File: src/rtl/immediate_encoder_if.sv
// Request/result interface for immediate_encoder.
// master: requester side (drives request and out_ready); slave: the encoder.
interface immediate_encoder_if;
    logic        in_valid;
    logic        in_ready;
    logic [31:0] value;
    logic        out_valid;
    logic        out_ready;
    logic        encodable;
    logic [11:0] shifter_operand;
    logic        use_mvn;

    modport master (
        output in_valid,
        output value,
        output out_ready,
        input  in_ready,
        input  out_valid,
        input  encodable,
        input  shifter_operand,
        input  use_mvn
    );

    modport slave (
        input  in_valid,
        input  value,
        input  out_ready,
        output in_ready,
        output out_valid,
        output encodable,
        output shifter_operand,
        output use_mvn
    );
endinterface

File: src/rtl/immediate_encoder.sv
// immediate_encoder: iterative search for a data-processing immediate form
// (imm8 rotated right by 2*rotate_imm) of a 32-bit constant.
// Optional feature macro: IMM_ENC_MVN_EN -- after a full direct miss, retry the
// search on ~value and flag a hit with use_mvn.
module immediate_encoder #(
    parameter int unsigned MAX_ROT = 15
) (
    input logic               clk,
    input logic               rst_n,
    immediate_encoder_if.slave bus
);

    typedef enum logic [1:0] {StIdle, StSearch, StDone} state_t;

    localparam logic [3:0] MaxRot = MAX_ROT[3:0];

    state_t      state_q, state_d;
    logic [3:0]  rot_q, rot_d;
    logic [31:0] val_q, val_d;
    // eval_q low marks the load cycle of a pass, in which no candidate is checked.
    logic        eval_q, eval_d;
    // pass_q set once the direct pass has been exhausted.
    logic        pass_q, pass_d;
    logic        enc_q, enc_d;
    logic [11:0] sop_q, sop_d;
`ifdef IMM_ENC_MVN_EN
    logic        mvn_q, mvn_d;
`endif

    logic [31:0] operand;
    logic [4:0]  lsh;
    logic [5:0]  rsh;
    logic [31:0] cand;

    // Candidate: operand rotated left by 2*rot (a shift by 32 yields zero).
    always_comb begin
`ifdef IMM_ENC_MVN_EN
        operand = pass_q ? ~val_q : val_q;
`else
        operand = val_q;
`endif
        lsh  = {rot_q, 1'b0};
        rsh  = 6'd32 - {1'b0, lsh};
        cand = (operand << lsh) | (operand >> rsh);
    end

    // Next-state and result logic.
    always_comb begin
        state_d = state_q;
        rot_d   = rot_q;
        val_d   = val_q;
        eval_d  = eval_q;
        pass_d  = pass_q;
        enc_d   = enc_q;
        sop_d   = sop_q;
`ifdef IMM_ENC_MVN_EN
        mvn_d   = mvn_q;
`endif
        unique case (state_q)
            StIdle: begin
                if (bus.in_valid) begin
                    val_d   = bus.value;
                    rot_d   = 4'd0;
                    eval_d  = 1'b0;
                    pass_d  = 1'b0;
                    enc_d   = 1'b0;
                    sop_d   = 12'h000;
`ifdef IMM_ENC_MVN_EN
                    mvn_d   = 1'b0;
`endif
                    state_d = StSearch;
                end
            end
            StSearch: begin
                if (!eval_q) begin
`ifdef IMM_ENC_MVN_EN
                    eval_d = 1'b1;
`else
                    if (pass_q) begin
                        enc_d   = 1'b0;
                        sop_d   = 12'h000;
                        state_d = StDone;
                    end else begin
                        eval_d = 1'b1;
                    end
`endif
                end else if (cand[31:8] == 24'h0) begin
                    enc_d   = 1'b1;
                    sop_d   = {rot_q, cand[7:0]};
`ifdef IMM_ENC_MVN_EN
                    mvn_d   = pass_q;
`endif
                    state_d = StDone;
                end else if (rot_q < MaxRot) begin
                    rot_d = rot_q + 4'd1;
                end else begin
`ifdef IMM_ENC_MVN_EN
                    if (!pass_q) begin
                        pass_d = 1'b1;
                        rot_d  = 4'd0;
                        eval_d = 1'b0;
                    end else begin
                        enc_d   = 1'b0;
                        sop_d   = 12'h000;
                        mvn_d   = 1'b0;
                        state_d = StDone;
                    end
`else
                    pass_d = 1'b1;
                    eval_d = 1'b0;
`endif
                end
            end
            StDone: begin
                if (bus.out_ready) begin
                    state_d = StIdle;
                end
            end
            default: state_d = StIdle;
        endcase
    end

    // State and result registers.
    always_ff @(posedge clk or negedge rst_n) begin
        if (!rst_n) begin
            state_q <= StIdle;
            rot_q   <= 4'd0;
            val_q   <= 32'h0;
            eval_q  <= 1'b0;
            pass_q  <= 1'b0;
            enc_q   <= 1'b0;
            sop_q   <= 12'h000;
`ifdef IMM_ENC_MVN_EN
            mvn_q   <= 1'b0;
`endif
        end else begin
            state_q <= state_d;
            rot_q   <= rot_d;
            val_q   <= val_d;
            eval_q  <= eval_d;
            pass_q  <= pass_d;
            enc_q   <= enc_d;
            sop_q   <= sop_d;
`ifdef IMM_ENC_MVN_EN
            mvn_q   <= mvn_d;
`endif
        end
    end

    // Outputs decoded from the registered state.
    always_comb begin
        bus.in_ready        = (state_q == StIdle);
        bus.out_valid       = (state_q == StDone);
        bus.encodable       = enc_q;
        bus.shifter_operand = sop_q;
`ifdef IMM_ENC_MVN_EN
        bus.use_mvn         = mvn_q;
`else
        bus.use_mvn         = 1'b0;
`endif
    end

endmodule
File: src/flat_wrapper.sv
// flat-port wrapper written by rule: the top's interface ports become plain ports
module immediate_encoder_flat 
#(
    parameter int unsigned MAX_ROT = 15
)
  (clk, rst_n, bus_in_valid, bus_value, bus_out_ready, bus_in_ready, bus_out_valid, bus_encodable, bus_shifter_operand, bus_use_mvn);
  immediate_encoder_if bus_i ();
  input logic clk;
  input logic rst_n;
  input wire logic [$bits(bus_i.in_valid)-1:0] bus_in_valid;
  input wire logic [$bits(bus_i.value)-1:0] bus_value;
  input wire logic [$bits(bus_i.out_ready)-1:0] bus_out_ready;
  output wire logic [$bits(bus_i.in_ready)-1:0] bus_in_ready;
  output wire logic [$bits(bus_i.out_valid)-1:0] bus_out_valid;
  output wire logic [$bits(bus_i.encodable)-1:0] bus_encodable;
  output wire logic [$bits(bus_i.shifter_operand)-1:0] bus_shifter_operand;
  output wire logic [$bits(bus_i.use_mvn)-1:0] bus_use_mvn;
  assign bus_i.in_valid = bus_in_valid;
  assign bus_i.value = bus_value;
  assign bus_i.out_ready = bus_out_ready;
  assign bus_in_ready = bus_i.in_ready;
  assign bus_out_valid = bus_i.out_valid;
  assign bus_encodable = bus_i.encodable;
  assign bus_shifter_operand = bus_i.shifter_operand;
  assign bus_use_mvn = bus_i.use_mvn;
  immediate_encoder #(.MAX_ROT(MAX_ROT)) u_core (.clk(clk), .rst_n(rst_n), .bus(bus_i));
endmodule
File: config.mk
export PLATFORM = sky130hd
export DESIGN_NAME = immediate_encoder_flat
export DESIGN_NICKNAME = d
export VERILOG_FILES = /design/src/rtl/immediate_encoder_if.sv /design/src/rtl/immediate_encoder.sv /design/src/flat_wrapper.sv
export SDC_FILE = /design/constraint.sdc
export NUM_CORES = 1
export LEC_CHECK = 0
export ABC_AREA = 1
export CORE_AREA = 2 2 95 97
export DETAILED_ROUTE_END_ITERATION = 16
export DIE_AREA = 0 0 97 99
export PLACE_DENSITY = 0.75
export SLEW_MARGIN = 5
export SYNTH_ARGS = -nofsm -noshare
export SYNTH_HDL_FRONTEND = slang
export SYNTH_SLANG_ARGS = --single-unit
File: constraint.sdc
create_clock -name clk -period 2.91 [get_ports clk]
set_input_delay 0.873 -clock clk [delete_from_list [all_inputs] [get_ports clk]]
set_output_delay 0.873 -clock clk [all_outputs]
set_load 0.01 [all_outputs]
# Word level (Yosys, flattened, before mapping)
# Index checks and enable logic that the tools add are counted.
# classes
shifts	2
order_cmp	1
n_reduce_logical	9
bitwise	1
eq_ne	10
add_sub_neg	2
muxes	30
# op_table
operator	count
12-bit two-way mux	4
32-bit OR	1
32-bit by 5-bit left shift with 32-bit output	1
32-bit by 6-bit right shift with 32-bit output	1
24-bit logical NOT	1
12-bit one-hot mux with 2 select lines	1
4-bit two-way mux	4
1-bit two-way mux	11
2-bit two-way mux	5
5-bit AND reduction	2
2-bit inequality test (second input constant)	4
4-bit one-hot mux with 2 select lines	1
4-bit AND reduction	2
1-bit one-hot mux with 2 select lines	3
2-bit one-hot mux with 3 select lines	1
6-bit by 5-bit subtractor with 6-bit output (first input constant)	1
4-bit by 1-bit adder with 4-bit output (second input constant)	1
4-bit < comparator (second input constant)	1
2-bit by 1-bit inequality test with 1-bit output (second input constant)	2
2-bit AND reduction	2
3-bit by 1-bit inequality test with 1-bit output (second input constant)	1
3-bit inequality test (second input constant)	1
2-bit by 1-bit equality test with 1-bit output (second input constant)	1
2-bit equality test (second input constant)	1
other kinds (2)	2
# totals
in_bits	36
register_bits	53

# Depth between registers and ports, before layout
# logic_depth
ltp_word	7
depth_mapped	22
depth_no_buf	18

# Worst setup path before layout
# No wires, ideal clock.
# synth_path
path_type	reg2reg
startpoint	register u_core.rot_q[1]
endpoint	register u_core.sop_q[0] (netlist: u_core.bus.shifter_operand[0])
setup_ns	0.117
stages_incl_launch_ff	23
t_arrival_ns	2.701
period_less_slack_ns	2.819
setup_slack_ns	0.091
n_path_buf	4
cell_sequence	dfrtp_1 buf_2 inv_2 buf_2 ha_1 inv_1 clkbuf_1 nand3_1 nand2_1 nand2_1 nand2_1 nand2_1 nor2_1 nand2_1 nand2_1 nand2_1 nor2_1 nand3_2 nand2_4 nand3_4 buf_6 nand2_1 nand2_1
# synth_between
elab_chain_cells	6
word_cells_on_any_way	10
# synth_lines
element	line	text
start, declared	immediate_encoder.sv:18	logic [3:0] rot_q, rot_d;
start signal, assigned	immediate_encoder.sv:138	rot_q <= rot_d;
6-bit by 5-bit subtractor with 6-bit output	immediate_encoder.sv:43	rsh = 6'd32 - {1'b0, lsh};
32-bit by 6-bit right shift with 32-bit output	immediate_encoder.sv:44	cand = (operand << lsh) | (operand >> rsh);
32-bit OR (*)	immediate_encoder.sv:44	
24-bit logical NOT or 12-bit two-way mux (tied branches)	immediate_encoder.sv:87	end else if (cand[31:8] == 24'h0) begin
3-bit inequality test (no line) or 12-bit two-way mux (tied branches)	-	
4-bit AND reduction (no line) or 12-bit one-hot mux with 2 select lines (tied branches)	-	
end signal, assigned	immediate_encoder.sv:143	sop_q <= sop_d;
end, declared	immediate_encoder.sv:25	logic [11:0] sop_q, sop_d;
# Every way passes the cells marked *; elsewhere a longest branch is shown, timed or not. The select of a mux whose other input is x is not followed.
# A chain may end at the register's enable or synchronous reset.

# Worst setup path in the final report
# layout_path
startpoint	register u_core.rot_q[0]
endpoint	register u_core.sop_q[11] (netlist: u_core.bus.shifter_operand[11])
# layout_between
elab_chain_cells	6
word_cells_on_any_way	7
# layout_lines
element	line
6-bit by 5-bit subtractor with 6-bit output	immediate_encoder.sv:43
32-bit by 6-bit right shift with 32-bit output	immediate_encoder.sv:44
32-bit OR (*)	immediate_encoder.sv:44
24-bit logical NOT (*)	immediate_encoder.sv:87
3-bit inequality test (no line) (*)	-
4-bit AND reduction (no line) (*)	-
# Every way passes the cells marked *; elsewhere a longest branch is shown, timed or not.

==> metrics.txt <==
first-pass GRT wire length roughly 21 mm; Vias/cell between 5 and 6; Setup crit start kind register; reg-to-reg slack, setup 0.26 ns; status completed; largest family of logic cells by synthesized area simple AND/OR/NAND/NOR gates; Worst EP required 3.13 ns; Chip Width slightly below 100 um; Pint roughly 2.7 mW; RR Startpoint u_core.rot_q[0]; Tot Pwr ~6.0 mW; Final WS setup approximately 0.26 ns; final hold vios 0; most used cell, CP nand2_1; Post-Place Cells ~860; number of global-route vias before repair roughly 4,400; DP Worst Slack 0.206 ns; Inserted Clock Buffers 5; Synth Area in Simple Gates 0.545; worst hold path type reg -> reg; clock skew between 0.009 and 0.01 ns; TNS Setup 0 ns; Synth Cell Area between 4000 and 5000 sq um; RSZ-0062 raised after global routing false; CTS tree done; sw frac 0.550; Post-synth EDFFs 0; Max Buffers Root-to-Sink 2; ANT cells 0; post-synthesis compound-gate area fraction 0.0504; CTS Hold Buffers Added 0; placed cell area ~4900 sq um; CP max stage cell dfrtp_1; layout cells sized above 1 0.0497; CP Cell Sequence inv_2 > ha_1 > inv_1 > buf_12 > nand3_1 > nand2_1 > o21ai_1 > nand2_1 > nand2_1 > clkinv_1 > nand2_1 > nand2_1 > nor2_1 > nand3_2 > nand2_4 > nand3_4 > nand2_1 > nand2_1; Max-Slew Margin vs Limit 0.595; detailed-placement wirelength estimate 9.94 mm; routed via count about 4,800; synth unique cells 33; CTS sink cnt 53; mux share of post-synthesis cell area 0.00236; clock network power share 0.072; # Max-Cap Violations 0; routed length per instance 14.9 um; top_reg_cell synth dfrtp_1; Final Cell Area 4990 sq um; largest net degree at the start of global routing 40; port bufs 50; Yosys reg bits 53; Clock Tree Root clkbuf_8; # DRC 0; Gate power share 0.710; final worst path period need around 2.7 ns; worst path arrival time between 2 and 3 ns; net count after synthesis 760; Setup Viol. Count Final 0; total grt overflow 0; Iter 0 DRT Violations about 280; most frequent cells in the layout 373 x nand2_1, 110 x nand3_1, 53 x dfrtp_1, 49 x clkdlybuf4s50_1, 37 x nor2_1; Rows 34; fin util 0.583; Ys Warns 0; sequential-to-total area share from yosys stat 0.312; I/O pin count between 50 and 60; Hold Worst Slack ~0.48 ns; die area slightly below 10,000 sq um; Post-Layout Cell Count 873; adder-cell area share of the yosys netlist 0.00589; net switching power figure around 3.3 mW; max incr delay on CP about 0.39 ns; Worst-Skew Late Latency roughly 0.32 ns; Setup CP Type reg -> reg; fin crit share 0.911; Routed Antenna Nets 0; H-tree Lvls 2; maximum fanout along the worst path 25; DRT Wirelength around 13 mm; async set-or-reset flop fraction in the synthesized netlist 1.00; Critical Path Start u_core.rot_q[0]; VDD IR max 0.465 mV; first-pass iteration count of the detailed router 4; P_leak approximately 2.7 nW; number of antenna violations at the first check in global routing 0; Slew Viols, Final 0; Die Y-Extent between 90 and 100 um; Syn Area/Cell roughly 6 sq um; Starting Density 0.497; GP Congestion approximately 1.0; GRT Util Overall 0.271; Core Region between 8000 and 9000 sq um; Reg power frac 0.218; Setup crit end kind register; nets@finish 802; fmax 0.377 GHz; hold_sp u_core.bus.shifter_operand[0]; Worst Tran Pin Value between 0.6 and 0.7 ns; synthesis-to-finish area growth 17.4%; cell area power density 1190 nW/um^2; Worst-path clk slew about 0.1 ns; Post-Synth XOR/XNOR Area 0.00796; post-synthesis cell count between 700 and 800; commonest non-fill, non-tap cell in the layout nand2_1
==> kinds of logic after synthesis <==
| kind of cell | after synthesis |
|---|---|
| AND/OR/NAND/NOR | 553 |
| buffers and inverters | 73 |
| flip-flops | 53 |
| AO/OA/AOI/OAI | 36 |
| XOR/XNOR | 3 |
| adder cells (fa/ha/maj) | 2 |
| other | 1 |
| multiplexers | 1 |
==> path summary, 6_finish.rpt <==
| path | to | cells after the start |
|---|---|---|
| max | u_core.bus.shifter_operand[11] | 18 |
| min | u_core.bus.shifter_operand[0] | 2 |
| max reg2reg | u_core.bus.shifter_operand[11] | 18 |
| min reg2reg | u_core.bus.shifter_operand[0] | 2 |
| max in group asynchronous | u_core.operand[10] | 2 |
| min in group asynchronous | u_core.bus.shifter_operand[1] | 1 |
==> synthesized netlist by cell type (3+ instances only) <==
master | count | share of area
nand2_1 | 373 | 0.33
nand3_1 | 110 | 0.13
dfrtp_1 | 53 | 0.31
nor2_1 | 38 | 0.034
inv_1 | 31 | 0.027
clkbuf_1 | 17 | 0.015
nand4_1 | 15 | 0.022
buf_2 | 13 | 0.015
o21ai_0 | 12 | 0.014
a21oi_1 | 7 | 0.0082
and2_1 | 6 | 0.0088
o211ai_1 | 6 | 0.011
buf_4 | 4 | 0.0071
inv_2 | 4 | 0.0035
nor3_1 | 4 | 0.0047
o21ai_1 | 4 | 0.0047
a31oi_1 | 3 | 0.0044
==> state kept, by name, indices dropped and copies added (netlist names) <==
signal	flops
u_core.operand	32
u_core.bus.shifter_operand	12
u_core.rot_q	4
u_core.state_q	2
u_core.bus.encodable	1
u_core.eval_q	1
u_core.pass_q	1
==> power by group through the flow <==
stage	logic, mW	registers [mW]	clock network, mW
6_report	4.23	1.30	0.429
3_5_place_dp	4.09	1.30	0
2_1_floorplan	2.98	1.25	0
4_1_cts	4.11	1.29	0.444
5_1_grt	4.76	1.33	0.461
3_3_place_gp	4.08	1.29	0
==> final cells by class <==
class | count | area, sq um
clock inverters | 2 | 10.0
multi-input cells | 596 | 2610
repair buffers | 71 | 691
clock buffers | 6 | 72.6
flip-flops and latches | 53 | 1330
inverters | 37 | 139
well taps | 108 | 135
fillers | 900 | 3560
==> worst max-delay path, delay by kind of cell (launching register included) <==
kind,cells,cell delay [ns]
adder cells (fa/ha/maj),1,0.35
AO/OA/AOI/OAI,1,0.20
buffers and inverters,4,0.36
flip-flops,1,0.39
AND/OR/NAND/NOR,12,1.25
==> what timing repair did <==
action                     in CTS  in global routing
setup endpoints to repair       0                 17
setup buffers                   0                  2
hold endpoints to repair        0                  0
resized for setup               0                  5
==> routing by layer <==
layer,global-route usage,vias to the layer above,part of all wire
met4,0.0867,0,0.022
met5,0,-,0
met1,0.370,2209,0.46
met3,0.0454,21,0.054
li1,-,2398,-
met2,0.440,170,0.47
Power figures use the tool's default switching activity.
